<file path="src/rtl/bram_stream_reader.sv">
// Streams NBytes from the selected BRAM read port to the UART transmitter, one byte per tx_flag.
// Optional trailing 8-bit checksum byte when STREAM_CHECKSUM_EN is defined.
module bram_stream_reader #(
    parameter int NBytes = 1024,
    parameter int ADDR_W = 10
) (
    input  logic              clk,
    input  logic              reset,
    input  logic              start,
    input  logic              sel,
    input  logic [7:0]        bramA_byte,
    input  logic [7:0]        bramB_byte,
    input  logic              tx_flag,
    output logic [ADDR_W-1:0] bram_addr,
    output logic [7:0]        tx_data,
    output logic              tx_start,
    output logic              busy,
    output logic              done
);

`ifdef STREAM_CHECKSUM_EN
    typedef enum logic [2:0] {
        S_IDLE, S_FETCH, S_SEND, S_WAIT_TX, S_CSUM, S_DONE
    } state_t;
`else
    typedef enum logic [2:0] {
        S_IDLE, S_FETCH, S_SEND, S_WAIT_TX, S_DONE
    } state_t;
`endif

    localparam logic [ADDR_W-1:0] LAST_ADDR = ADDR_W'(NBytes - 1);

    state_t            r_state, w_state_next;
    logic              r_sel, w_sel_next;
    logic [ADDR_W-1:0] r_addr, w_addr_next;
    logic [7:0]        r_tx_data, w_tx_data_next;
    logic              r_tx_start, w_tx_start_next;
    logic              r_busy, w_busy_next;
    logic              r_done, w_done_next;
    logic [7:0]        w_bram_byte;
    logic              w_flag;
`ifdef STREAM_CHECKSUM_EN
    logic [7:0]        r_csum, w_csum_next;
`endif

    assign w_bram_byte = r_sel ? bramB_byte : bramA_byte;
    // A flag arriving in the same cycle as our own tx_start belongs to no byte of ours.
    assign w_flag      = tx_flag && !r_tx_start;

    always_comb begin
        w_state_next    = r_state;
        w_sel_next      = r_sel;
        w_addr_next     = r_addr;
        w_tx_data_next  = r_tx_data;
        w_tx_start_next = 1'b0;
        w_done_next     = 1'b0;
`ifdef STREAM_CHECKSUM_EN
        w_csum_next     = r_csum;
`endif
        case (r_state)
            S_IDLE: begin
                w_addr_next = '0;
                if (start) begin
                    w_sel_next   = sel;
`ifdef STREAM_CHECKSUM_EN
                    w_csum_next  = 8'h00;
`endif
                    w_state_next = S_FETCH;
                end
            end
            S_FETCH: begin
                w_state_next = S_SEND;
            end
            S_SEND: begin
                w_tx_data_next  = w_bram_byte;
                w_tx_start_next = 1'b1;
`ifdef STREAM_CHECKSUM_EN
                w_csum_next     = r_csum + w_bram_byte;
`endif
                w_state_next    = S_WAIT_TX;
            end
            S_WAIT_TX: begin
                if (w_flag) begin
                    if (r_addr == LAST_ADDR) begin
`ifdef STREAM_CHECKSUM_EN
                        w_tx_data_next  = r_csum;
                        w_tx_start_next = 1'b1;
                        w_state_next    = S_CSUM;
`else
                        w_state_next    = S_DONE;
`endif
                    end else begin
                        w_addr_next  = r_addr + ADDR_W'(1);
                        w_state_next = S_FETCH;
                    end
                end
            end
`ifdef STREAM_CHECKSUM_EN
            S_CSUM: begin
                if (w_flag) begin
                    w_state_next = S_DONE;
                end
            end
`endif
            S_DONE: begin
                w_done_next  = 1'b1;
                w_addr_next  = '0;
                w_state_next = S_IDLE;
            end
            default: begin
                w_state_next = S_IDLE;
            end
        endcase
        // busy stays up through the done pulse and drops the cycle after it.
        w_busy_next = (w_state_next != S_IDLE) || (r_state == S_DONE);
    end

    always_ff @(posedge clk) begin
        if (!reset) begin
            r_state    <= S_IDLE;
            r_sel      <= 1'b0;
            r_addr     <= '0;
            r_tx_data  <= 8'h00;
            r_tx_start <= 1'b0;
            r_busy     <= 1'b0;
            r_done     <= 1'b0;
`ifdef STREAM_CHECKSUM_EN
            r_csum     <= 8'h00;
`endif
        end else begin
            r_state    <= w_state_next;
            r_sel      <= w_sel_next;
            r_addr     <= w_addr_next;
            r_tx_data  <= w_tx_data_next;
            r_tx_start <= w_tx_start_next;
            r_busy     <= w_busy_next;
            r_done     <= w_done_next;
`ifdef STREAM_CHECKSUM_EN
            r_csum     <= w_csum_next;
`endif
        end
    end

    assign bram_addr = r_addr;
    assign tx_data   = r_tx_data;
    assign tx_start  = r_tx_start;
    assign busy      = r_busy;
    assign done      = r_done;

endmodule

</file>
<file path="config.mk">
export PLATFORM = sky130hd
export DESIGN_NAME = bram_stream_reader
export DESIGN_NICKNAME = d
export VERILOG_FILES = /design/src/rtl/bram_stream_reader.sv
export SDC_FILE = /design/constraint.sdc
export NUM_CORES = 1
export LEC_CHECK = 0
export BUFFER_PORTS_ARGS = -buffer_cell sky130_fd_sc_hd__buf_2
export CORE_ASPECT_RATIO = 1.4
export CORE_MARGIN = 2
export CORE_UTILIZATION = 30
export DETAILED_ROUTE_END_ITERATION = 12
export PLACE_DENSITY = 0.5
export SLEW_MARGIN = 30
export SYNTH_ARGS = -nofsm -noshare
export SYNTH_HDL_FRONTEND = slang
export SYNTH_SLANG_ARGS = --single-unit
</file>
<file path="constraint.sdc">
create_clock -name clk -period 1.8 [get_ports clk]
set_clock_uncertainty 0.15 [all_clocks]
set_input_delay 0.45 -clock clk [delete_from_list [all_inputs] [get_ports clk]]
set_output_delay 0.45 -clock clk [all_outputs]
set_load 0.005 [all_outputs]
</file>
# Yosys cells after proc, flatten, opt, wreduce, memory -nomap -nowiden
# Index checks and enable logic that the tools add are counted.
# Widths: inputs -> output; s select.
[op_classes]
n_addsub = 1
n_eq_ne = 7
n_mux = 10
reduce_logical = 9
[ops]
columns = ["cell", "count"]
rows = [
  ["$mux 10", 2],
  ["$pmux 10 s2", 1],
  ["$pmux 3 s4", 1],
  ["$add 10x1->10 const B", 1],
  ["$eq 10x10->1 const B", 1],
  ["$mux 3", 3],
  ["$mux 8", 1],
  ["$eq 3x2->1 const B", 2],
  ["$ne 2x2->1 const B", 2],
  ["$eq 3x1->1 const B", 1],
  ["$eq 3x3->1 const B", 1],
  ["$logic_not 3->1", 1],
  ["$reduce_and 3->1", 1],
  ["$reduce_bool 3->1", 1],
  ["$mux 1", 2],
  ["$reduce_and 2->1", 1],
  ["$reduce_bool 2->1", 1],
  ["$reduce_or 2->1", 1],
  ["$logic_and 1x1->1", 1],
  ["$logic_not 1->1", 1],
  ["$logic_or 1x1->1", 1],
]
[totals]
regBits = 25
out_inout_bits = 21
elab_cells = 34

# Depth between registers and ports, before layout
# Gate-level depths: netlist (run 1).
[logic_depth]
ltp_word = 6
ltp_mapped = 6
depth_no_buf = 5

# Least setup slack after synthesis (run 1)
# Ideal clock, no wire load.
[synth_timing]
path_type = "input to register"
from = "input tx_flag"
to = "register r_addr[7], in the netlist bram_addr[7]"
setup_time_ns = 0.072
arrival_ns = 1.390
t_required_ns = 1.578
setup_slack_ns = 0.189
stages = 5
cell_sequence = "and3b_1 > buf_4 > nand2_4 > or4_1 > a21oi_1"
[synth_between]
elab_chain_cells = 3
[synth_rtl]
columns = ["element", "line_no", "text"]
rows = [
  ["start, declared", "13", "input logic tx_flag,"],
  ["$logic_and 1x1->1", "48", "assign w_flag = tx_flag && !r_tx_start;"],
  ["$ne 2x2->1 (no line)", "-", ""],
  ["$reduce_and 3->1 (no line)", "-", ""],
  ["end signal, assigned", "133", "r_addr <= w_addr_next;"],
  ["end, declared", "35", "logic [ADDR_W-1:0] r_addr, w_addr_next;"],
]
# No other way between the ends.
# A chain may end at the register's enable or synchronous reset.

# Worst setup path in the final report (run 1)
[layout_timing]
from = "register r_addr[5], in the netlist bram_addr[5]"
to = "register r_addr[6], in the netlist bram_addr[6]"
[layout_between]
elab_chain_cells = 4
elab_cells_between_ends = 7
cone_classes = "add/sub: 1; eq/ne: 2; mux: 3; reduce/logical: 1"
[layout_rtl]
columns = ["element", "line_no", "text"]
rows = [
  ["$add 10x1->10", "93", "w_addr_next = r_addr + ADDR_W'(1);"],
  ["$mux 10", "84", "if (r_addr == LAST_ADDR) begin"],
  ["$mux 10", "83", "if (w_flag) begin"],
  ["$pmux 10 s2", "60", "case (r_state)"],
]
# Parallel ways exist; a longest one is shown, timed or not. The select of a mux whose other input is x is not followed.

==> metrics, run 1 <==
number of synthesized register bits=25; DPL Wire Length=2.217 mm; Final setup viols=0; instance count on the critical path=4; CP Capture Type=flip-flop; Synth Cell Area=1186 µm²; Tightest Pin Transition=0.4674 ns; CP Class=reg2reg; routed via count=1155; PortBufs=41; syn avg cell area=9.124 µm²; Clock Latency Late Sink=0.27 ns; CP Data Arrival Time=1.81 ns; Worst Path Max Fanout=10; Die Span X=57.14 µm; core area=3851 µm²; fmax=569.9 MHz; Iter 0 DRT Violations=28; PwrDens=694.2 nW/µm²; Synth warnings=0; proportion of layout cells with a drive suffix above 1=34.07%; critical path cell sequence=and4_2, and4_2, or4_1, a21oi_1; total gr overflow=0; Netlist cell types=36; leak pwr=0.7920 nW; vias in the first global route=1077; fin crit share=97.49%; CP most frequent cell=and4_2; CTS tree=built; buffers plus inverters on the worst setup path=0; first-pass GRT wire length=4.788 mm; Mapped Nets=152; Core Util, Final=40.48%; outcome=finished, final reports clean; Setup Fix Bufs, Post-CTS=0; MaxCap Viol Count=0; RD Place Congestion=0.7464; hold-fix buffers at CTS=0; fill cell total of the finished layout=402; antenna cells=0; Cells after Synth=130; post-route minimum period=1.755 ns; Routed WL per cell=12.70 µm; cell count after placement=221; row count=27; Slew Limit Fails=0; Die ar.=4480 µm²; IR drop worst, VDD=0.0003236 V; detailed-route DRC error count=0; crit-path max cell delay=0.47 ns; final layout net count=205; Reg clk slew, reported paths=0.09 ns; total power=0.001082 W; relative slew slack=68.80%; die height=78.40 µm; hold path depth=3; post-CTS resize count=0; Slowest-stage cell, CP=or4_1; Crit path required time=1.86 ns; Global Route Usage Sum=13.52%; Hold Crit Class=in2reg; largest net degree at the start of global routing=18; CTS sink count=25; Routed WL=2.857 mm; CP top delay family=simple AND/OR/NAND/NOR gates; Hold Vio Cnt, Final=0; CTS max path bufs=2; RSZ-0062 raised after global routing=false; area grow syn2layout=31.43%; crit path launch type=flip-flop; vias per inst=5.133; post-route antenna net violation count=0; Starting Density=30.80%; post-synthesis sequential area ratio=42.19%; Root Driver=clkbuf_8; Non-Filler Instances=225; # IOs=42; TritonCTS Buffers=3; worst r2r path cells=4; antenna violations before repair=0; drt first pass iters=4; H-Tree Depth=1
==> synthesized netlist by cell type, drive strengths merged <==
library cell,number,share of area [%]
o31a,1,0.74
and2b,1,0.74
a211oi,1,0.63
o31ai,3,1.9
nand3,7,3.0
and3,5,2.6
and3b,1,0.74
mux2i,9,7.6
ha,1,1.1
nand3b,1,0.63
nand4,2,1.1
o21a,1,0.63
or3,1,0.53
clkbuf,3,0.95
buf,3,1.7
a311oi,1,0.74
dfxtp,25,42
and2,2,1.1
or4,4,2.5
o211a,9,7.6
and4,3,2.2
nand2,16,5.7
nor2,5,1.6
nor2b,1,0.53
nand2b,3,1.6
o211ai,3,1.9
nor3,1,0.42
nor3b,1,0.63
inv,3,0.95
o21ai,5,2.1
nor4,1,0.53
a21oi,6,2.5
a31o,1,0.74
==> flip-flops by register name (all words and copies together) (netlist names) <==
name and flops:
busy 1, r_state 3, done 1, tx_start 1, tx_data 8, r_sel 1, bram_addr 10
==> placed cells by master, fill, tap and decap left out <==
master / instances
a211oi_1: 1
a21oi_1: 6
a311oi_1: 1
a31o_2: 1
and2_1: 2
and2b_2: 1
and3_1: 5
and3b_1: 1
and4_1: 1
and4_2: 2
buf_2: 41
buf_4: 13
clkbuf_1: 1
clkbuf_8: 3
dfxtp_1: 25
ha_1: 1
inv_1: 3
mux2i_1: 9
nand2_1: 15
nand2_4: 1
nand2b_1: 3
nand3_1: 7
nand3b_1: 1
nand4_1: 2
nor2_1: 5
nor2b_1: 1
nor3_1: 1
nor3b_1: 1
nor4_1: 1
o211a_1: 9
o211ai_1: 3
o21a_1: 1
o21ai_0: 4
o21ai_1: 1
o31a_1: 1
o31ai_1: 3
or3_1: 1
or4_1: 4
==> routing by layer <==
metal	vias to the layer above	share of wire, %	track usage [%]
li1	586	-	-
met1	524	42	15.17
met2	40	49	23.33
met3	5	6.4	3.295
met4	0	1.9	6.744
met5	-	0	0
==> path summary, 6_finish.rpt <==
check / startpoint / to / slack [ns]
worst min register to register: tx_data[0]$_SDFFE_PN0P_ / tx_data[0]$_SDFFE_PN0P_ / 0.35
worst max-delay path: bram_addr[5]$_SDFFE_PN0P_ / bram_addr[6]$_SDFFE_PN0P_ / 0.05
worst min-delay path: sel / r_sel$_SDFFE_PN0P_ / 0.30
worst max register to register: bram_addr[5]$_SDFFE_PN0P_ / bram_addr[6]$_SDFFE_PN0P_ / 0.05
==> through the flow <==
stage          setup TNS, ns  worst slack (ns)  hold WS, ns  area [µm²]
3_3_place_gp       -0.001384         -0.001384       0.3276        1511
3_5_place_dp        -0.03968          -0.02271       0.3318        1511
2_1_floorplan              0            0.1886       0.3412        1186
5_1_grt                    0          0.005076       0.3070        1559
6_report                   0           0.04520       0.2954        1559
4_1_cts                    0           0.05924       0.2963        1556
==> worst register-to-register path, cell delays in order (launching register included) <==
cell,delay (ns)
dfxtp_1,0.35
and4_2,0.28
and4_2,0.29
or4_1,0.47
a21oi_1,0.15
==> cell type report <==
class	count	area, µm²	area share (%)
clock buffer	4	45.04	2.889
multi-input combinational	96	645.6	41.41
inverter	3	11.26	0.7223
tap	43	53.80	3.451
sequential	25	500.5	32.10
timing repair buffer	54	302.8	19.42
==> power breakdown <==
group          internal, W  switching (W)  total (W)
Clock             0.000158       0.000177   0.000335
Sequential        0.000578      0.0000168   0.000594
Combinational    0.0000781      0.0000743   0.000152
Total             0.000814       0.000268    0.00108
==> logic make-up (layout without fill, tap and decap cells) <==
logic type	after synthesis	in the layout	share of synthesized area (%)
and+or+nand+nor	55	55	26.06
AOI/OAI and AO/OA	31	31	19.52
DFF	25	25	42.19
muxes	9	9	7.595
buffers and inverters	9	61	3.586
adders and majority gates	1	1	1.055
Power figures use the tool's default switching activity.
==> run 2, diff against run 1 <==
--- a/config.mk
+++ b/config.mk
@@ -10,7 +10,7 @@
 export CORE_MARGIN = 2
 export CORE_UTILIZATION = 30
 export DETAILED_ROUTE_END_ITERATION = 12
-export PLACE_DENSITY = 0.5
+export PLACE_DENSITY_LB_ADDON = 0.05
 export SLEW_MARGIN = 30
 export SYNTH_ARGS = -nofsm -noshare
 export SYNTH_HDL_FRONTEND = slang
==> run 2 against run 1 <==
Flip-flop and latch count unchanged. Largest cell class unchanged. Sequential share of layout area down 0.33 points. Global-route usage down 0.074 points. Highest routed layer unchanged. Critical path depth unchanged.
==> metrics, run 2 (synthesis results as in run 1) <==
outcome=finished, final reports clean; Starting Density=30.80%; CTS sink count=25; Hold Crit Class=in2reg; max reg flops=10; RR Startpoint=bram_addr[4]$_SDFFE_PN0P_; PortBufs=41; core area=3851 µm²; Crit path required time=1.85 ns; Routed WL=2.878 mm; RD Place Congestion=0.7627; Reg clk slew, reported paths=0.09 ns; Slew Limit Fails=0; Root Driver=clkbuf_8; Slowest-stage cell, CP=or4_1; relative slew slack=68.38%; first-pass GRT wire length=4.850 mm; hold-fix buffers at CTS=0; RSZ-0062 raised after global routing=false; die height=78.40 µm; drt first pass iters=4; H-Tree Depth=1; final layout net count=207; # IOs=42; post-route antenna net violation count=0; DPL Wire Length=2.266 mm; MaxCap Viol Count=0; Worst Path Max Fanout=5; fmax=590.5 MHz; Worst Hold Path EP=r_sel$_SDFFE_PN0P_; CTS max path bufs=2; Iter 0 DRT Violations=8; setup TNS=0 ns; HP Start=sel; Die ar.=4480 µm²; Post-Place Setup Slack=-0.01178 ns; crit-path max cell delay=0.49 ns; DP Area=1526 µm²; CP Class=reg2reg; Final setup viols=0; detailed-route DRC error count=0; most frequent cells in the layout=buf_2 (41), dfxtp_1 (25), nand2_1 (15), buf_4 (15); leak pwr=0.8018 nW; Setup Fix Bufs, Post-CTS=0; hold path depth=3; critical path cell sequence=and4_2, nand3_1, or4_1, a21oi_1; TritonCTS Buffers=3; fin crit share=94.09%; CP Data Arrival Time=1.75 ns; area grow syn2layout=32.81%; Hold Vio Cnt, Final=0; vias in the first global route=1085; PwrDens=690.3 nW/µm²; routed via count=1143; post-route minimum period=1.694 ns; Core Util, Final=40.90%; Clock Latency Late Sink=0.27 ns; commonest non-fill, non-tap cell in the layout=buf_2; reg2reg setup slack=0.11 ns; proportion of layout cells with a drive suffix above 1=34.78%; design area=1575 µm²; total gr overflow=0; reg2reg end=bram_addr[7]$_SDFFE_PN0P_; Global Route Usage Sum=13.45%; row count=27; setup ws final=0.1064 ns; worst r2r path cells=4; CP Capture Type=flip-flop; antenna violations before repair=0; Die Span X=57.14 µm; largest net degree at the start of global routing=18; Tightest Pin Transition=0.4737 ns; hold_ws=0.2808 ns; vias per inst=5.035; IR drop worst, VDD=0.0004038 V; CTS tree=built; antenna cells=0; Routed WL per cell=12.68 µm; crit path launch type=flip-flop
==> run 2: cell types whose count changed in the layout (fill, tap and decap cells not counted), sizes merged <==
cell,before,now
buf,54,56
==> run 2: area by class of cell <==
cell class / instances / area [µm²]
Clock buffer: 4 / 45.04
Fill cell: 429 / 2276
Inverter: 3 / 11.26
Multi-Input combinational cell: 96 / 646.9
Sequential cell: 25 / 500.5
Tap cell: 43 / 53.80
Timing Repair Buffer: 56 / 317.8
==> run 2: per-stage QoR <==
stage                     instances  power [W]
after detailed placement        223  0.0007615
after global routing            227   0.001146
after floorplan                 130  0.0006925
after global placement          223  0.0007588
after CTS                       227   0.001101
final                           227   0.001087
==> run 2: worst max-delay path, delay by kind of cell (launching register included) <==
| family | cells | cell delay, ns |
|---|---|---|
| flip-flops | 1 | 0.41 |
| AND/OR/NAND/NOR | 3 | 0.93 |
| AO/OA/AOI/OAI | 1 | 0.14 |
==> run 2: metal layers <==
metal / wire length (µm) / vias to the layer above / part of all wire (%) / track usage (%)
met2: 1542 / 30 / 54 / 24.83
li1: - / 589 / - / -
met4: 18 / 0 / 0.63 / 3.488
met5: 0 / - / 0 / 0
met3: 145 / 2 / 5.0 / 2.471
met1: 1172 / 522 / 41 / 15.56
==> run 2: worst max-delay path by stage <==
| stage | from | endpoint | slack (ns) |
|---|---|---|---|
| after floorplan | tx_flag | bram_addr[7]$_SDFFE_PN0P_ | 0.19 |
| after global placement | tx_flag | bram_addr[6]$_SDFFE_PN0P_ | 0.002 |
| after detailed placement | tx_flag | bram_addr[6]$_SDFFE_PN0P_ | -0.01 |
| after CTS | bram_addr[4]$_SDFFE_PN0P_ | bram_addr[6]$_SDFFE_PN0P_ | 0.04 |
| after global routing | bram_addr[4]$_SDFFE_PN0P_ | bram_addr[7]$_SDFFE_PN0P_ | 0.005 |
| final | bram_addr[4]$_SDFFE_PN0P_ | bram_addr[7]$_SDFFE_PN0P_ | 0.11 |
==> run 2: what timing repair did <==
item                                   in CTS  in global routing
setup endpoints to repair                   0                  2
endpoints found under the hold margin       0                  0
resized for setup                           0                  3
==> run 2: report_power, final <==
part | leakage (nW) | total, W | internal, W | switching (W)
clock | 0.0228 | 0.000341 | 0.000158 | 0.000182
sequential | 0.204 | 0.000596 | 0.000578 | 0.0000187
combinational | 0.575 | 0.000150 | 0.0000792 | 0.0000712
total | 0.802 | 0.00109 | 0.000815 | 0.000272
